[src/rtl/stacked_array_driver_pkg.sv]
// Shared definitions for the stacked systolic array host-side driver.
// Default geometry is kept common with the array stack itself.
package stacked_array_driver_pkg;

    localparam int unsigned DEF_WIDTH               = 8;
    localparam int unsigned DEF_ARRAY_COUNT         = 3;
    localparam int unsigned DEF_CELL_MEM_ADDR_WIDTH = 4;

    typedef enum logic [2:0] {
        ST_IDLE,
        ST_GATHER,
        ST_ISSUE,
        ST_OUTPUT,
        ST_DONE
    } state_t;

    // Base bit of lane 'lane' in a lane-packed bus (lane 0 at the LSBs).
    function automatic int unsigned lane_base(input int unsigned lane, input int unsigned width);
        return lane * width;
    endfunction

    // Counter width that stays legal for a count of one.
    function automatic int unsigned cnt_width(input int unsigned n);
        return (n > 1) ? $clog2(n) : 1;
    endfunction

endpackage

[src/rtl/stacked_array_lane_packer.sv]
// Serial-to-parallel lane register: fills lanes 0..LANES-1 in order,
// raises full after the last lane until cleared.
module stacked_array_lane_packer
    import stacked_array_driver_pkg::*;
#(
    parameter int unsigned WIDTH = DEF_WIDTH,
    parameter int unsigned LANES = DEF_ARRAY_COUNT
) (
    input  logic                     clk,
    input  logic                     rst,
    input  logic                     clr,
    input  logic                     wr_en,
    input  logic [WIDTH-1:0]         wr_data,
    output logic [WIDTH*LANES-1:0]   lanes,
    output logic                     last,
    output logic                     full
);

    localparam int unsigned LANE_W = cnt_width(LANES);

    logic [LANE_W-1:0] lane_cnt;

    assign last = (lane_cnt == LANE_W'(LANES - 1));

    always_ff @(posedge clk) begin
        if (rst) begin
            lanes    <= '0;
            lane_cnt <= '0;
            full     <= 1'b0;
        end else if (clr) begin
            lane_cnt <= '0;
            full     <= 1'b0;
        end else if (wr_en && !full) begin
            for (int unsigned i = 0; i < LANES; i++) begin
                if (lane_cnt == LANE_W'(i)) begin
                    lanes[lane_base(i, WIDTH) +: WIDTH] <= wr_data;
                end
            end
            if (last) begin
                lane_cnt <= '0;
                full     <= 1'b1;
            end else begin
                lane_cnt <= lane_cnt + 1'b1;
            end
        end
    end

endmodule

[src/rtl/stacked_array_driver.sv]
// Host-side sequencer for the stacked systolic array: gathers samples into a
// lane-packed vector, runs it through the array, and streams the result out.
module stacked_array_driver
    import stacked_array_driver_pkg::*;
#(
    parameter int unsigned WIDTH               = DEF_WIDTH,
    parameter int unsigned ARRAY_COUNT         = DEF_ARRAY_COUNT,
    parameter int unsigned CELL_MEM_ADDR_WIDTH = DEF_CELL_MEM_ADDR_WIDTH,
    parameter int unsigned PIPE_LATENCY        = 3,
    parameter int unsigned FRAME_LEN_WIDTH     = 16
) (
    input  logic                            clk,
    input  logic                            rst,
    input  logic                            start,
    input  logic [FRAME_LEN_WIDTH-1:0]      frame_len,
    input  logic [CELL_MEM_ADDR_WIDTH-1:0]  weight_set,
    input  logic [31:0]                     ctrl_cfg,
    input  logic                            s_valid,
    output logic                            s_ready,
    input  logic [WIDTH-1:0]                s_data,
    output logic                            arr_ce,
    output logic [31:0]                     arr_ctrl,
    output logic [CELL_MEM_ADDR_WIDTH-1:0]  arr_mem_addr,
    output logic [WIDTH*ARRAY_COUNT-1:0]    arr_x_ins,
    input  logic [WIDTH*ARRAY_COUNT-1:0]    arr_y_out,
    output logic                            m_valid,
    input  logic                            m_ready,
    output logic [WIDTH*ARRAY_COUNT-1:0]    m_data,
    output logic                            busy,
    output logic                            done
);

    localparam int unsigned LAT_W = cnt_width(PIPE_LATENCY);

    state_t                     state, state_nxt;
    logic [FRAME_LEN_WIDTH-1:0] frame_len_r;
    logic [FRAME_LEN_WIDTH-1:0] vec_cnt;
    logic [LAT_W-1:0]           lat_cnt;

    logic pk_clr, pk_wr, pk_last, pk_full;
    logic lat_last, m_hs, last_vec;

    stacked_array_lane_packer #(
        .WIDTH (WIDTH),
        .LANES (ARRAY_COUNT)
    ) u_packer (
        .clk     (clk),
        .rst     (rst),
        .clr     (pk_clr),
        .wr_en   (pk_wr),
        .wr_data (s_data),
        .lanes   (arr_x_ins),
        .last    (pk_last),
        .full    (pk_full)
    );

    assign s_ready  = (state == ST_GATHER) && !pk_full;
    assign arr_ce   = (state == ST_ISSUE);
    assign m_valid  = (state == ST_OUTPUT);
    assign busy     = (state != ST_IDLE);
    assign done     = (state == ST_DONE);

    assign pk_wr    = s_valid && s_ready;
    assign lat_last = (lat_cnt == LAT_W'(PIPE_LATENCY - 1));
    assign m_hs     = m_valid && m_ready;
    // Extra bit keeps the compare exact when frame_len is all-ones.
    assign last_vec = (({1'b0, vec_cnt} + 1'b1) == {1'b0, frame_len_r});

    always_ff @(posedge clk) begin
        if (rst) begin
            state <= ST_IDLE;
        end else begin
            state <= state_nxt;
        end
    end

    always_comb begin
        state_nxt = state;
        pk_clr    = 1'b0;
        case (state)
            ST_IDLE: begin
                if (start) begin
                    pk_clr    = 1'b1;
                    state_nxt = (frame_len == '0) ? ST_DONE : ST_GATHER;
                end
            end
            ST_GATHER: begin
                if (pk_wr && pk_last) begin
                    state_nxt = ST_ISSUE;
                end
            end
            ST_ISSUE: begin
                if (lat_last) begin
                    state_nxt = ST_OUTPUT;
                end
            end
            ST_OUTPUT: begin
                if (m_hs) begin
                    pk_clr    = 1'b1;
                    state_nxt = last_vec ? ST_DONE : ST_GATHER;
                end
            end
            ST_DONE: begin
                state_nxt = ST_IDLE;
            end
            default: begin
                state_nxt = ST_IDLE;
            end
        endcase
    end

    always_ff @(posedge clk) begin
        if (rst) begin
            frame_len_r  <= '0;
            arr_ctrl     <= '0;
            arr_mem_addr <= '0;
            vec_cnt      <= '0;
            lat_cnt      <= '0;
            m_data       <= '0;
        end else begin
            case (state)
                ST_IDLE: begin
                    if (start) begin
                        frame_len_r  <= frame_len;
                        arr_ctrl     <= ctrl_cfg;
                        arr_mem_addr <= weight_set;
                        vec_cnt      <= '0;
                    end
                end
                ST_GATHER: begin
                    if (pk_wr && pk_last) begin
                        lat_cnt <= '0;
                    end
                end
                ST_ISSUE: begin
                    lat_cnt <= lat_cnt + 1'b1;
                    if (lat_last) begin
                        m_data <= arr_y_out;
                    end
                end
                ST_OUTPUT: begin
                    if (m_hs) begin
                        vec_cnt <= vec_cnt + 1'b1;
                    end
                end
                default: ;
            endcase
        end
    end

endmodule

[config.mk]
export PLATFORM = sky130hd
export DESIGN_NAME = stacked_array_driver
export DESIGN_NICKNAME = d
export VERILOG_FILES = /design/src/rtl/stacked_array_driver_pkg.sv /design/src/rtl/stacked_array_lane_packer.sv /design/src/rtl/stacked_array_driver.sv
export SDC_FILE = /design/constraint.sdc
export NUM_CORES = 1
export LEC_CHECK = 0
export CAP_MARGIN = 20
export CORE_MARGIN = 1
export CORE_UTILIZATION = 35
export CTS_CLUSTER_DIAMETER = 60
export DETAILED_ROUTE_END_ITERATION = 12
export PLACE_DENSITY = 0.65
export REMOVE_ABC_BUFFERS = 1
export SETUP_SLACK_MARGIN = 0.1
export SYNTH_ARGS = -nofsm -noshare
export SYNTH_HDL_FRONTEND = slang
export SYNTH_SLANG_ARGS = --single-unit
[constraint.sdc]
create_clock -name clk -period 2.8 [get_ports clk]
set_input_delay 0.42 -clock clk [delete_from_list [all_inputs] [get_ports clk]]
set_output_delay 0.42 -clock clk [all_outputs]
set_load 0.02 [all_outputs]
==> impl_metrics.tcl <==
set metrics [dict create \
    grt_max_degree 123 \
    final_common_cell "nand2_1" \
    timing_worst_setup_path_type "flip-flop to flip-flop" \
    io_pins 178 \
    via_per_inst 5.09 \
    avgSynthCellArea_um2 7.86 \
    crit_fanout 9 \
    synthArstFlopShare_pct 0 \
    core_area_um2 14600 \
    final_cells 1023 \
    hold_path_class "input pin to flip-flop" \
    dp_cells 993 \
    floorplan.initialDensity_pct 36.1 \
    cts-root-buf "clkbuf_16" \
    ys_top_cells_by_area "dfxtp_1 (47%), nand2_1 (14%), a21oi_1 (11%), clkbuf_1 (2.4%), nor2_1 (2.2%)" \
    critPathLaunchType "flip-flop" \
    pre_cts_ws_ps 417 \
    final_cell_mix "nand2_1 (200), clkdlybuf4s50_1 (176), dfxtp_1 (124)" \
    drc 0 \
    fmax_mhz 404 \
    finalHoldViolations 0 \
    ys_ff_latch 124 \
    yosys.area.top_type "dfxtp_1" \
    seq_area_um2 2480 \
    setup_viol 0 \
    skew_ps 7.71 \
    nets 919 \
    r2r-end "state[0]$_SDFFE_PP0P_" \
    r2r_cells 7 \
    multi_input_area_um2 2560 \
    crit_path_start "vec_cnt[0]$_SDFFE_PP0P_" \
    p_leak_nw 2.73 \
    clkSlewWorstSetupHoldPaths_ps 50 \
    die_y_um 125 \
    dp_hpwl_um 10900 \
    postCtsSetupRepairBufs 0 \
    clkLatencyLatePin_ps 420 \
    ir_drop_v 0.000447 \
    power_density_nw_per_um2 606 \
    yosys_warnings 0 \
    syn_area_um2 5270 \
    fillers 1383 \
    drive_above_1_share_pct 6.20 \
    wl_um 15600 \
    endpoint_kind "flip-flop" \
    grt_util_all_layers_pct 20.3 \
    grt_pass1_wl_um 25500 \
    clkSinkCount 124 \
    cts_max_level 4 \
    setup_slack_ps 324 \
    synthToLayoutAreaGrowth_pct 46.4 \
    grt-ovfl-total 0 \
    grt_setup_unrepaired "no" \
    port_buffers 177 \
    arrival_ps 2760 \
    synth_flop_cell "dfxtp_1" \
    clock_path_buffers 2 \
    antenna_found_initial 0 \
    hp-start "rst" \
    insertedDiodeCount 0 \
    cts_tree "done" \
    hold_buffers 0 \
    post_drt_wl_per_cell_um 15.2 \
    worst_slew_pin_slew_ps 894 \
    rr_startpoint "vec_cnt[0]$_SDFFE_PP0P_" \
    dieArea_um2 15600 \
    vias 5209 \
    required_ps 3080 \
    finalSetupTns_ps 0 \
    r2r_slack_ps 320 \
    drtIter0Drc 400 \
    drt-pass1-iter-count 4 \
    synth-edff-count 0 \
    finalWeightedCongestion 0.894 \
    timing.slew.headroom_pct 40.4 \
    min_period_over_period_pct 88.4 \
    fin_hold_ws_ps 434 \
    grt_pass1_vias 5025 \
    ctsResizeCount 0 \
    total_power_mw 4.67 \
    hold_end "state[0]$_SDFFE_PP0P_" \
    synthCells 671 \
    finalCriticalPeriod_ps 2480 \
    num_rows 44 \
    maxCapViolations 0 \
    status "completed" \
    synth_top_area_share_pct 47.1 \
    synth.distinct_cells 56 \
    final_max_slew_viol_count 0 \
    die_w_um 125 \
    holdPathStages 4 \
    ant_nets 0 \
    numCtsBuffers 17 \
    seq_area_frac_synth_pct 47.1 \
]
## area by class of cell
class                      count  area share [%]
multi-input combinational    492            33.2
clock inverter                 8            1.22
clock buffer                  22            6.02
inverter                       8           0.389
tap                          184            2.98
timing repair buffer         185            24.0
sequential                   124            32.2
## per-layer routing
| layer | wire, µm | part of all wire [%] | vias to the layer above | global-route usage, % |
|---|---|---|---|---|
| met1 | 6800 | 44 | 2461 | 24.6 |
| met3 | 798 | 5.1 | 22 | 5.20 |
| li1 | - | - | 2594 | - |
| met5 | 0 | 0 | - | 0 |
| met2 | 7640 | 49 | 132 | 33.3 |
| met4 | 319 | 2.1 | 0 | 9.99 |
## registers in the layout, indices dropped and copies added, names as in the netlist
| signal | flops |
|---|---|
| arr_ctrl | 32 |
| arr_mem_addr | 4 |
| frame_len_r | 16 |
| lat_cnt | 2 |
| m_data | 24 |
| state | 3 |
| u_packer.full | 1 |
| u_packer.lane_cnt | 2 |
| u_packer.lanes | 24 |
| vec_cnt | 16 |
## stage by stage
| step | util (%) | cell area, µm² |
|---|---|---|
| after floorplan | - | 5070 |
| after global placement | 49.1 | 7160 |
| after detailed placement | 49.1 | 7160 |
| after CTS | 52.9 | 7710 |
| after global routing | 52.9 | 7710 |
| final | 52.9 | 7710 |
## critical path, stage by stage, from the launching register on
cell and delay [ps]:
dfxtp_1 480, ha_1 340, and3_1 380, nand2_1 150, o41ai_1 390, nand4_1 190
nor4_1 310, o41ai_1 100
## cell families (layout without fill, tap and decap cells)
logic type / after synthesis / in the layout / share of synthesized area [%]
adder cells (fa/ha/maj): 2 / 2 / 0.475
XOR/XNOR: 19 / 19 / 3.30
buffers and inverters: 55 / 223 / 4.37
multiplexers: 10 / 10 / 1.90
flip-flops: 124 / 124 / 47.1
AND/OR/NAND/NOR: 306 / 306 / 26.7
AO/OA/AOI/OAI: 155 / 155 / 16.2
## synthesized netlist by cell type (all sizes together), types with 4 or more instances
| master | number |
|---|---|
| a21oi | 114 |
| a31oi | 5 |
| and2 | 4 |
| and3 | 8 |
| buf | 13 |
| clkbuf | 34 |
| dfxtp | 124 |
| inv | 8 |
| mux2i | 10 |
| nand2 | 200 |
| nand3 | 15 |
| nand4 | 8 |
| nor2 | 32 |
| nor3 | 9 |
| nor4 | 10 |
| o21ai | 14 |
| or3 | 4 |
| xnor2 | 13 |
| xor2 | 6 |
## how the worst max path moves through the flow
stage	end	slack, ps	depth (start not counted)
6_report	state[0]$_SDFFE_PP0P_	320	7
3_3_place_gp	state[0]$_SDFFE_PP0P_	470	7
4_1_cts	state[0]$_SDFFE_PP0P_	380	7
2_1_floorplan	u_packer.lanes[0]$_SDFFE_PP0P_	440	5
5_1_grt	state[0]$_SDFFE_PP0P_	110	7
3_5_place_dp	state[0]$_SDFFE_PP0P_	420	7
## report_power, final
group	internal (mW)	total, mW	switching [mW]
logic	0.324	0.669	0.345
clock network	1.34	2.10	0.766
registers	1.84	1.90	0.0556
(Power assumes the default switching activity.)
